$ cat config.mk
export PLATFORM = sky130hd
export DESIGN_NAME = dcache_miss_unit
export DESIGN_NICKNAME = d
export VERILOG_FILES = /design/src/rtl/dcache_pkg.sv /design/src/rtl/miss_watchdog.sv /design/src/rtl/dcache_miss_unit.sv
export SDC_FILE = /design/constraint.sdc
export NUM_CORES = 1
export LEC_CHECK = 0
export ABC_CLOCK_PERIOD_IN_PS = 3600
export CAP_MARGIN = 10
export CORE_AREA = 3 3 263 265
export DETAILED_ROUTE_END_ITERATION = 8
export DIE_AREA = 0 0 266 268
export HOLD_SLACK_MARGIN = 0.03
export SKIP_CTS_REPAIR_TIMING = 1
export SYNTH_ARGS = -nofsm -noshare
export SYNTH_HDL_FRONTEND = slang
export SYNTH_HIERARCHICAL = 1
export SYNTH_SLANG_ARGS = --single-unit
$ cat constraint.sdc
create_clock -name clk -period 3.6 [get_ports clk]
set_input_delay 0.36 -clock clk [delete_from_list [all_inputs] [get_ports clk]]
set_output_delay 0.36 -clock clk [all_outputs]
set_load 0.01 [all_outputs]
$ cat src/rtl/dcache_pkg.sv
// dcache_pkg: shared widths, miss-FSM state encoding and line alignment helper
package dcache_pkg;
  localparam int LINE_W   = 128;
  localparam int ADDR_W   = 32;
  localparam int OFFSET_W = 4;
  typedef logic [2:0] state_t;
  localparam state_t S_IDLE    = 3'd0;
  localparam state_t S_WB_REQ  = 3'd1;
  localparam state_t S_WB_HOLD = 3'd2;
  localparam state_t S_RD_REQ  = 3'd3;
  localparam state_t S_RD_WAIT = 3'd4;
  localparam state_t S_DONE    = 3'd5;
  function automatic logic [ADDR_W-1:0] line_align(input logic [ADDR_W-1:0] a);
    return a & ~{{(ADDR_W-OFFSET_W){1'b0}}, {OFFSET_W{1'b1}}};
  endfunction
endpackage

$ cat src/rtl/miss_watchdog.sv
// miss_watchdog: counts cycles spent in one wait state, expires after TIMEOUT of them
module miss_watchdog #(
  parameter int TIMEOUT = 64
) (
  input  logic clk,
  input  logic rst,
  input  logic clear_i,
  input  logic enable_i,
  output logic expire_o
);
  localparam int CW = $clog2(TIMEOUT + 1);
  logic [CW-1:0] cnt_q, cnt_d;
  assign expire_o = enable_i && (cnt_q == CW'(TIMEOUT - 1));
  // restart on every state change, saturate at the expiry point
  always_comb cnt_d = clear_i ? '0 : (enable_i && !expire_o) ? cnt_q + 1'b1 : cnt_q;
  // counter register
  always_ff @(posedge clk) cnt_q <= rst ? '0 : cnt_d;
endmodule

$ cat src/rtl/dcache_miss_unit.sv
// dcache_miss_unit: one-at-a-time miss handler doing victim writeback then line refill
module dcache_miss_unit
  import dcache_pkg::*;
#(
  parameter int TIMEOUT = 64
) (
  input  logic              clk,
  input  logic              rst,
  input  logic              miss_valid,
  output logic              miss_rdy,
  input  logic [ADDR_W-1:0] miss_addr,
  input  logic              miss_dirty,
  input  logic [ADDR_W-1:0] victim_addr,
  input  logic [LINE_W-1:0] victim_data,
  output logic              refill_valid,
  output logic [ADDR_W-1:0] refill_addr,
  output logic [LINE_W-1:0] refill_data,
  output logic              wr_req,
  output logic [ADDR_W-1:0] wr_addr,
  output logic [LINE_W-1:0] wr_data,
  input  logic              wr_rdy,
  output logic              rd_req,
  output logic [ADDR_W-1:0] rd_addr,
  input  logic              rd_rdy,
  input  logic              ret_valid,
  input  logic [LINE_W-1:0] ret_data,
  output logic              busy,
  output logic              timeout_err
);
  state_t state_q, state_d;
  logic [ADDR_W-1:0] wr_addr_q, rd_addr_q;
  logic [LINE_W-1:0] wr_data_q, refill_data_q;
  logic timeout_q, timeout_hit, wd_expire, accept, capture;
  assign accept  = miss_valid && miss_rdy;
  assign capture = ret_valid && (state_q == S_RD_REQ || state_q == S_RD_WAIT);
  miss_watchdog #(.TIMEOUT(TIMEOUT)) u_wd (
    .clk      (clk),
    .rst      (rst),
    .clear_i  (state_d != state_q),
    .enable_i (state_q == S_WB_REQ || state_q == S_RD_REQ || state_q == S_RD_WAIT),
    .expire_o (wd_expire)
  );
  // state register
  always_ff @(posedge clk) state_q <= rst ? S_IDLE : state_d;
  // next state; a returned line in RD_REQ wins over rd_rdy, both win over the watchdog
  always_comb begin
    state_d     = state_q;
    timeout_hit = 1'b0;
    case (state_q)
      S_IDLE:    state_d = accept ? (miss_dirty ? S_WB_REQ : S_RD_REQ) : S_IDLE;
      S_WB_REQ:  begin
        state_d     = wr_rdy ? S_WB_HOLD : wd_expire ? S_IDLE : S_WB_REQ;
        timeout_hit = !wr_rdy && wd_expire;
      end
      S_WB_HOLD: state_d = S_RD_REQ;
      S_RD_REQ:  begin
        state_d     = ret_valid ? S_DONE : rd_rdy ? S_RD_WAIT : wd_expire ? S_IDLE : S_RD_REQ;
        timeout_hit = !ret_valid && !rd_rdy && wd_expire;
      end
      S_RD_WAIT: begin
        state_d     = ret_valid ? S_DONE : wd_expire ? S_IDLE : S_RD_WAIT;
        timeout_hit = !ret_valid && wd_expire;
      end
      default:   state_d = S_IDLE;
    endcase
  end
  // outputs decoded from the current state
  always_comb begin
    miss_rdy     = (state_q == S_IDLE) && !rst;
    busy         = state_q != S_IDLE;
    wr_req       = state_q == S_WB_REQ;
    rd_req       = state_q == S_RD_REQ;
    refill_valid = state_q == S_DONE;
  end
  assign wr_addr     = wr_addr_q;
  assign wr_data     = wr_data_q;
  assign rd_addr     = rd_addr_q;
  assign refill_addr = rd_addr_q;
  assign refill_data = refill_data_q;
  assign timeout_err = timeout_q;
  // datapath: writeback regs only move on a dirty accept so memory sees stable data afterwards
  always_ff @(posedge clk) begin
    if (rst) begin
      wr_addr_q     <= '0;
      wr_data_q     <= '0;
      rd_addr_q     <= '0;
      refill_data_q <= '0;
      timeout_q     <= 1'b0;
    end else begin
      if (accept && miss_dirty) wr_addr_q <= line_align(victim_addr);
      if (accept && miss_dirty) wr_data_q <= victim_data;
      if (accept) rd_addr_q <= line_align(miss_addr);
      if (capture) refill_data_q <= ret_data;
      if (timeout_hit) timeout_q <= 1'b1;
    end
  end
endmodule

## Word-level counts from Yosys, hierarchy flattened

Cells that the tools add are included.

- $add $sub $neg: 1
- Equality and inequality tests: 7
- Multiplexer cells: 11
- Reduce and logical (&&, ||, !) cells: 21

Operators by type and width:

| cell | count |
|---|---|
| 3-bit case mux with 5 select lines | 1 |
| 3-bit 2-to-1 mux | 4 |
| 1-bit logical AND | 10 |
| 2-bit 2-to-1 mux | 4 |
| 7-bit by 1-bit adder with 7-bit output, second input constant | 1 |
| 7-bit by 6-bit equality test with 1-bit output, second input constant | 1 |
| 3-bit by 2-bit equality test with 1-bit output, second input constant | 2 |
| 3-bit equality test, second input constant | 2 |
| 1-bit zero test | 5 |
| 3-bit by 1-bit equality test with 1-bit output, second input constant | 1 |
| 3-bit zero test | 1 |
| 1-bit logical OR | 3 |
| 3-bit inequality test | 1 |
| 1-bit case mux with 3 select lines | 1 |
| 3-bit nonzero test | 1 |
| 2-bit OR reduction | 1 |
| 1-bit 2-to-1 mux | 1 |

- Bits in registers: 323
- Input port bits: 327
- Output and inout bits: 358
- Logic and storage cells: 47

## Depth between registers and ports, before layout

Gate-level depths: netlist (run 1).

- Depth in word-level cells: 10
- Depth in mapped cells: 13
- Depth with buffers taken out: 12

## Cells and area by module

The synthesis (run 1) kept the hierarchy.

By module, submodules not included:

| module | instances | cells each | area each (um^2) | sequential area each (um^2) |
|---|---|---|---|---|
| dcache_miss_unit | 1 | 1,441 | 11,458.5 | 6,326.1 |
| miss_watchdog | 1 | 39 | 345.3 | 140.1 |

## Worst setup path before layout (run 1)

Ideal clock, no wire load.

- Kind: register -> register
- Start: reg state_q[1]
- End: reg u_wd.cnt_q[3]
- Library setup time: 0.074 ns
- Arrival time: 2.696 ns
- Required time: 3.526 ns
- Path slack: 0.830 ns
- Stages on the path, launching flop included: 13
- Path buffers: 1
- Clock period less this slack: 2.770 ns
- Path through: dfxtp_1 > clkbuf_1 > or3b_2 > nand2_1 > and4_2 > nand3_1 > nor2_1 > a2111o_1 > and4_1 > o21ai_0 > nor2_2 > or3b_1 > o21ai_0

- Longest elaborated chain between the ends: 10
- Elaborated cells on any way between the ends: 23
- Those cells by class: eq/ne: 5; mux: 9; reduce/logical: 9

RTL lines:

| what | RTL line | text |
|---|---|---|
| start, declared | dcache_miss_unit.sv:30 | `state_t state_q, state_d;` |
| start signal, assigned | dcache_miss_unit.sv:44 | `always_ff @(posedge clk) state_q <= rst ? S_IDLE : state_d;` |
| 3-bit by 1-bit equality test with 1-bit output / 3-bit by 2-bit equality test with 1-bit output (equally long branches) | dcache_miss_unit.sv:40 | `.enable_i (state_q == S_WB_REQ \|\| state_q == S_RD_REQ \|\| state_q == S_RD_WAIT),` |
| 1-bit logical OR | dcache_miss_unit.sv:40 |  |
| 1-bit logical OR * | dcache_miss_unit.sv:40 |  |
| 1-bit logical AND * | miss_watchdog.sv:13 | `assign expire_o = enable_i && (cnt_q == CW'(TIMEOUT - 1));` |
| via wd_expire | dcache_miss_unit.sv:33 | `logic timeout_q, timeout_hit, wd_expire, accept, capture;` |
| 2-bit 2-to-1 mux | dcache_miss_unit.sv:57 | `state_d = ret_valid ? S_DONE : rd_rdy ? S_RD_WAIT : wd_expire ? S_IDLE : S_RD_REQ;` |
| 3-bit 2-to-1 mux (2 in series) | dcache_miss_unit.sv:57 |  |
| 3-bit case mux with 5 select lines | dcache_miss_unit.sv:49 | `case (state_q)` |
| 3-bit inequality test | dcache_miss_unit.sv:39 | `.clear_i (state_d != state_q),` |
| 2-bit OR reduction (no source line) | n/a |  |
| end signal, assigned | miss_watchdog.sv:17 | `always_ff @(posedge clk) cnt_q <= rst ? '0 : cnt_d;` |
| end, declared | miss_watchdog.sv:12 | `logic [CW-1:0] cnt_q, cnt_d;` |

The timed path passes the listed nets; every way through them passes the cells marked *.
A chain may end at the register's enable or synchronous reset.

## Worst setup path in the final report (run 1)

- Start: reg state_q[2]
- End: reg u_wd.cnt_q[3]

Same word-level chain as after synthesis.

==> flow_summary_export.csv, run 1 <==
group,metric,value,unit
detailed_routing,vias,11619,
min_path,worstHoldPathType,"in -> reg",
sta,setup_violations,0,
die,die_w,266,um
die,die_h,268,um
worst_setup_path,worstPathMaxFanout,10,
worst_setup_path,required,4.06,ns
worst_setup_path,path_class,"reg -> reg",
die,dieArea,71290,um^2
detailed_routing,firstDrtPassIters,4,
synth,ys_top_cells_by_count,"631 x nand2_1, 323 x dfxtp_1, 287 x a21oi_1",
clock_tree,worstSkewPairLatency,0.56,ns
placed_design,post-place-cells,2899,
die,initial_core_util,0.1761,
global_route,first_global_vias,11282,
pwr,power_density,437.4,nW/um^2
synth,yosys_register_bits,323,
die,rows,95,
clock_tree,cts-root-buf,"clkbuf_16",
sta,period_minus_slack,3.040,ns
synth,synth_edf_count,0,
worst_setup_path,cpMostUsedCell,"o21ai_0",
sta,grt_setup_unrepaired,"false",
clock_tree,clk_path_buf_depth,3,
detailed_routing,drc_errors,0,
worst_setup_path,crit_slowest_cell,"dfxtp_1",
flow_run,drv_cap,0,
sta,max_freq,328.9,MHz
synth,avgSynthCellArea,7.976,um^2
worst_setup_path,max_stage_delay,0.52,ns
clock_tree,htree_levels,2,
sta,period_share,0.8446,
detailed_routing,routedWlPerCell,15.31,um
finish,final_cell_count_no_fill,2967,
sta,finalHoldViolations,0,
die,ios,685,
worst_setup_path,path_buf_inv,0,
sta,finClkSkew,0.02195,ns
synth,synth_top_area_share,0.5478,
global_route,antenna_found_initial,3,
detailed_routing,wl,45.42,mm
synth,yosys-top-cells-area,"dfxtp_1 55%, nand2_1 20%, a21oi_1 12%",
synth,yosysMostFrequentCell,"nand2_1",
synth,async_flop_share,0,
placed_design,io_buffers,664,
detailed_routing,drt_iter0_markers,626,
worst_setup_path,crit_path_end_kind,"flip-flop",
finish,syn2layout_area_growth,71.17,%
global_route,grtUsageTotal,0.1179,
finish,finalInstanceArea,20200,um^2
synth,netlist_area,11800,um^2
clock_tree,path_clk_slew,0.05,ns
detailed_routing,viasPerCell,3.916,
synth,synth_flop_cell,"dfxtp_1",
placed_design,hpwl,32.33,mm
worst_setup_path,cp.arrival,3.50,ns
global_route,grt_pass1_wl,66.17,mm
sta,maxSlewViolCount,0,
clock_tree,clock_sinks,323,
sta,fin_ws,0.5596,ns
worst_setup_path,path_delay_family,"simple AND/OR/NAND/NOR gates",
sta,timing.setup.tns,0,ns
sta,fin_hold_ws,0.1630,ns
synth,synth-seq-area-share,0.5478,
placed_design,postPlaceCellArea,18980,um^2
sta,tightestPinTransition,0.9657,ns
sta,relSlewSlack,0.3562,
pwr,p_leak,6.877,nW
die,core-area,67040,um^2
pwr,vdd_ir_drop_max,0.2971,mV
status,status,"finished clean",
worst_setup_path,path_cells,"or3b_2 -> nand2_1 -> and4_2 -> nand3_1 -> nor2_1 -> a2111o_1 -> and4_1 -> o21ai_0 -> nor2_2 -> or3b_1 -> o21ai_0",
placed_design,pre_cts_ws,0.5548,ns
synth,synthCells,1480,
synth,synth_area_leader_cell,"dfxtp_1",
synth,ys_types,43,
finish,drive_gt1_frac,0.04348,
finish,nets,2396,
placed_design,gpl.final_weighted_congestion,0.7657,
worst_setup_path,startpoint_type,"flip-flop",
global_route,grt_max_degree,157,
detailed_routing,ant_nets,0,
clock_tree,cts_tree,"built",
clock_tree,cts_buffers,40,
global_route,grt_overflow_total,0,
synth,synth_warnings,6,
==> where the power goes <==
group          internal [mW]  total (mW)  switching [mW]
clock network           2.21        3.81            1.60
registers               3.71        3.80          0.0877
logic                  0.704        1.23           0.526
==> flip-flops by register name (all words and copies together) (netlist names) <==
register and count:
rd_addr 28, state_q 3, u_wd/cnt_q 7, wr_addr 28, wr_data 128, refill_data 128
timeout_err 1
==> worst reg2reg max path, cell delays in order (launching register included) <==
cell and delay, ns:
dfxtp_1 0.52, or3b_2 0.50, nand2_1 0.15, and4_2 0.26, nand3_1 0.10, nor2_1 0.24
a2111o_1 0.17, and4_1 0.19, o21ai_0 0.10, nor2_2 0.30, or3b_1 0.37, o21ai_0 0.07
==> per-stage QoR <==
| step | utilization | power [mW] |
|---|---|---|
| floorplan | - | 4.356 |
| global placement | 0.2832 | 5.116 |
| detailed placement | 0.2832 | 5.119 |
| CTS | 0.3013 | 9.059 |
| global route | 0.3013 | 9.276 |
| finish | 0.3014 | 8.838 |
==> final cells by class <==
cell class	count	area, um^2
clock buffers	55	1139
clock inverters	12	80.08
multi-input cells	1016	4516
well taps	873	1092
diodes	1	2.502
flip-flops and latches	323	6466
inverters	4	15.01
repair buffers	683	6894
fillers	7167	46830
==> logic make-up (layout without fill, tap and decap cells) <==
kind of cell | after synthesis | in the layout | synth area share
simple gates | 692 | 692 | 0.2381
flops | 323 | 323 | 0.5478
compound gates | 309 | 309 | 0.1349
buf+inv | 152 | 754 | 0.07611
mux | 2 | 2 | 0.001696
fa+ha+maj | 1 | 1 | 0.001060
other cells | 1 | 13 | 0.0003177
==> final timing paths <==
kind / start / end / slack (ns) / cells after the start
worst max-delay path: state_q[2] / u_wd/cnt_q[3] / 0.56 / 11
worst min-delay path: rst / wr_data[102] / 0.16 / 2
worst max register to register: state_q[2] / u_wd/cnt_q[3] / 0.56 / 11
worst min register to register: wr_data[94] / wr_data[94] / 0.45 / 2
==> placed cells by master, fill, tap and decap left out, drive strengths merged, types with 2 or more instances in the layout <==
cell type and instances:
and2 2, nor3 3, nor2 6, o21ai 6, mux2i 2, clkinv 7
nand3 3, or3b 2, nand2b 3, o21a 2, a2111o 2, conb 12
clkinvlp 2, clkdlybuf4s50 663, dfxtp 323, inv 7, and4 2, nand3b 28
or3 2, clkbuf 55, buf 20, and3 3, a31oi 7, a21oi 287
nand2 631
==> metal layers <==
| layer | up-vias | routed length (um) | global-route usage |
|---|---|---|---|
| met5 | - | 21 | 0 |
| met3 | 82 | 4345 | 0.04789 |
| met2 | 448 | 21980 | 0.2048 |
| met4 | 4 | 1434 | 0.04386 |
| li1 | 5900 | - | - |
| met1 | 5185 | 17640 | 0.1296 |
(Power assumes the default switching activity.)
==> inputs of run 2 (changes only) <==
--- a/config.mk
+++ b/config.mk
@@ -5,7 +5,7 @@
 export SDC_FILE = /design/constraint.sdc
 export NUM_CORES = 1
 export LEC_CHECK = 0
-export ABC_CLOCK_PERIOD_IN_PS = 3600
+export ABC_CLOCK_PERIOD_IN_PS = 2870
 export CAP_MARGIN = 10
 export CORE_AREA = 3 3 263 265
 export DETAILED_ROUTE_END_ITERATION = 8
==> constraint.sdc (replaced) <==
create_clock -name clk -period 2.87 [get_ports clk]
set_input_delay 0.287 -clock clk [delete_from_list [all_inputs] [get_ports clk]]
set_output_delay 0.287 -clock clk [all_outputs]
set_load 0.01 [all_outputs]
==> run 2 against run 1 <==
Sequential power is 25% higher. Cell area rose by 1.3%. Routed wire length shrank 1.1%. Clock power grew 32%. Via count increased by 0.44%. Total power is 28% higher. First-iteration DRC count rose by 4.3%. Largest power group unchanged. Highest routed layer unchanged.
==> flow_summary_export.csv, run 2 (synthesis gave the netlist of run 1 again) <==
group,metric,value,unit
status,status,"finished clean",
placed_design,io_buffers,664,
global_route,grt_pass1_wl,65.74,mm
finish,drive_gt1_frac,0.05296,
worst_setup_path,r2r_cells,13,
sta,finClkSkew,0.01556,ns
finish,nets,2413,
sta,grt_setup_unrepaired,"false",
detailed_routing,wl_met1,17.37,mm
worst_setup_path,path_cells,"or3b_2 -> nand2_1 -> and4_2 -> nand3_1 -> nor2_1 -> buf_4 -> nand2b_1 -> a21oi_1 -> a31oi_1 -> o21ai_0 -> nor2_2 -> buf_4 -> and3_2",
pwr,p_seq_frac,0.419,
worst_setup_path,crit_path_end_kind,"flip-flop",
sta,max_freq,389.4,MHz
pwr,p_int,8.616,mW
die,die_w,266,um
detailed_routing,top_layer,"met5",
flow_run,drv_cap,0,
clock_tree,htree_levels,2,
sta,timing.setup.tns,0,ns
worst_setup_path,cpMostUsedCell,"buf_4",
worst_setup_path,startpoint_type,"flip-flop",
die,dieArea,71290,um^2
detailed_routing,wl,44.93,mm
clock_tree,cts_tree,"built",
global_route,first_global_vias,11033,
min_path,worst_hold_path.endpoint,"wr_data[105]",
finish,finalInstanceArea,20460,um^2
sta,tightestPinTransition,0.8148,ns
worst_setup_path,cp.arrival,2.99,ns
detailed_routing,vias,11670,
pwr,vdd_ir_drop_max,0.3226,mV
sta,finalHoldViolations,0,
detailed_routing,viasPerCell,3.906,
pwr,p_leak,7.019,nW
detailed_routing,route.met2.wl,22.19,mm
global_route,grt_overflow_total,0,
finish,syn2layout_area_growth,73.34,%
die,rows,95,
clock_tree,clock_sinks,323,
sta,maxSlewViolCount,0,
detailed_routing,wl_met3,4.400,mm
worst_setup_path,r2r_start,"state_q[2]",
worst_setup_path,reg2reg_to,"u_wd/cnt_q[6]",
sta,period_minus_slack,2.568,ns
pwr,p_clk_frac,0.443,
die,ios,685,
min_path,hold-path-cell-count,2,
worst_setup_path,reg2reg_slack,0.30,ns
global_route,antenna_found_initial,3,
clock_tree,clk_path_buf_depth,3,
min_path,min_from,"rst",
pwr,combPwrFrac,0.138,
placed_design,gpl.final_weighted_congestion,0.7616,
worst_setup_path,path_class,"reg -> reg",
worst_setup_path,worstPathMaxFanout,8,
worst_setup_path,crit_slowest_cell,"or3b_2",
detailed_routing,drt_iter0_markers,653,
clock_tree,cts-root-buf,"clkbuf_16",
detailed_routing,firstDrtPassIters,6,
finish,final_common_cell,"clkdlybuf4s50_1",
die,initial_core_util,0.1761,
finish,fillers,7152,
clock_tree,cts_buffers,39,
placed_design,postPlaceCellArea,19140,um^2
pwr,power_density,554.7,nW/um^2
detailed_routing,drc_errors,0,
worst_setup_path,required,3.29,ns
sta,period_share,0.8947,
pwr,switching_power,2.734,mW
finish,diodes,0,
detailed_routing,routedWlPerCell,15.04,um
sta,fin_hold_ws,0.09167,ns
die,die_h,268,um
min_path,worstHoldPathType,"in -> reg",
sta,setup_violations,0,
worst_setup_path,max_stage_delay,0.47,ns
finish,mostFrequentLayoutCells,"663 x clkdlybuf4s50_1, 631 x nand2_1, 323 x dfxtp_1",
die,core-area,67040,um^2
global_route,grt_max_degree,152,
clock_tree,worstSkewPairLatency,0.54,ns
global_route,grtUsageTotal,0.1169,
placed_design,hpwl,33.04,mm
detailed_routing,ant_nets,0,
pwr,swShare,0.2409,
clock_tree,path_clk_slew,0.06,ns
sta,relSlewSlack,0.4568,
[run 2: cell types whose count changed in the layout (fill, tap and decap cells not counted), sizes merged]
cell and delta:
diode -1, buf +18, clkinv -2, clkbuf +5, inv -2, clkinvlp +1, bufinv +2
[run 2: final cells by class]
cell class,instances,area (um^2),share of cell area
timing repair buffer,701,7054,0.3448
multi-input combinational,1016,4516,0.2207
tap,873,1092,0.05338
clock inverter,11,120.1,0.005870
clock buffer,60,1197,0.05852
sequential,323,6466,0.3160
inverter,4,15.01,0.0007338
[run 2: metrics by stage]
| stage | total power [mW] | std cells | utilization | setup slack (ns) |
|---|---|---|---|---|
| final | 11.35 | 2988 | 0.3052 | 0.3022 |
| after global placement | 6.434 | 2917 | 0.2856 | 0.3204 |
| after detailed placement | 6.438 | 2917 | 0.2856 | 0.3165 |
| after CTS | 11.59 | 2988 | 0.3052 | 0.3096 |
| after floorplan | 5.464 | 1491 | - | 0.09984 |
| after global routing | 11.90 | 2988 | 0.3052 | 0.01595 |
[run 2: worst max-delay path by stage]
stage	end	slack, ns	from
2_1_floorplan	u_wd/cnt_q[3]	0.1	state_q[1]
3_3_place_gp	u_wd/cnt_q[6]	0.32	state_q[1]
3_5_place_dp	u_wd/cnt_q[6]	0.32	state_q[1]
4_1_cts	u_wd/cnt_q[6]	0.31	state_q[1]
5_1_grt	u_wd/cnt_q[6]	0.02	state_q[2]
6_report	u_wd/cnt_q[6]	0.30	state_q[2]
[run 2: power by group through the flow]
stage	Clock, mW	Combinational [mW]	Sequential, mW
6_report	5.03	1.57	4.75
5_1_grt	5.43	1.70	4.77
4_1_cts	5.24	1.59	4.76
3_5_place_dp	0	1.58	4.85
3_3_place_gp	0	1.59	4.85
2_1_floorplan	0	0.545	4.92
[run 2: layer usage]
metal	GRT usage	up-vias
li1	-	5938
met1	0.1278	5224
met2	0.2077	441
met3	0.04999	63
met4	0.03201	4
met5	0	-
[run 2: worst max-delay path: cells and delay by family, from the launching register on]
kind / cells / cell delay (ns)
AO/OA/AOI/OAI: 3 / 0.32
AND/OR/NAND/NOR: 8 / 1.48
buffers and inverters: 2 / 0.33
flip-flops: 1 / 0.32
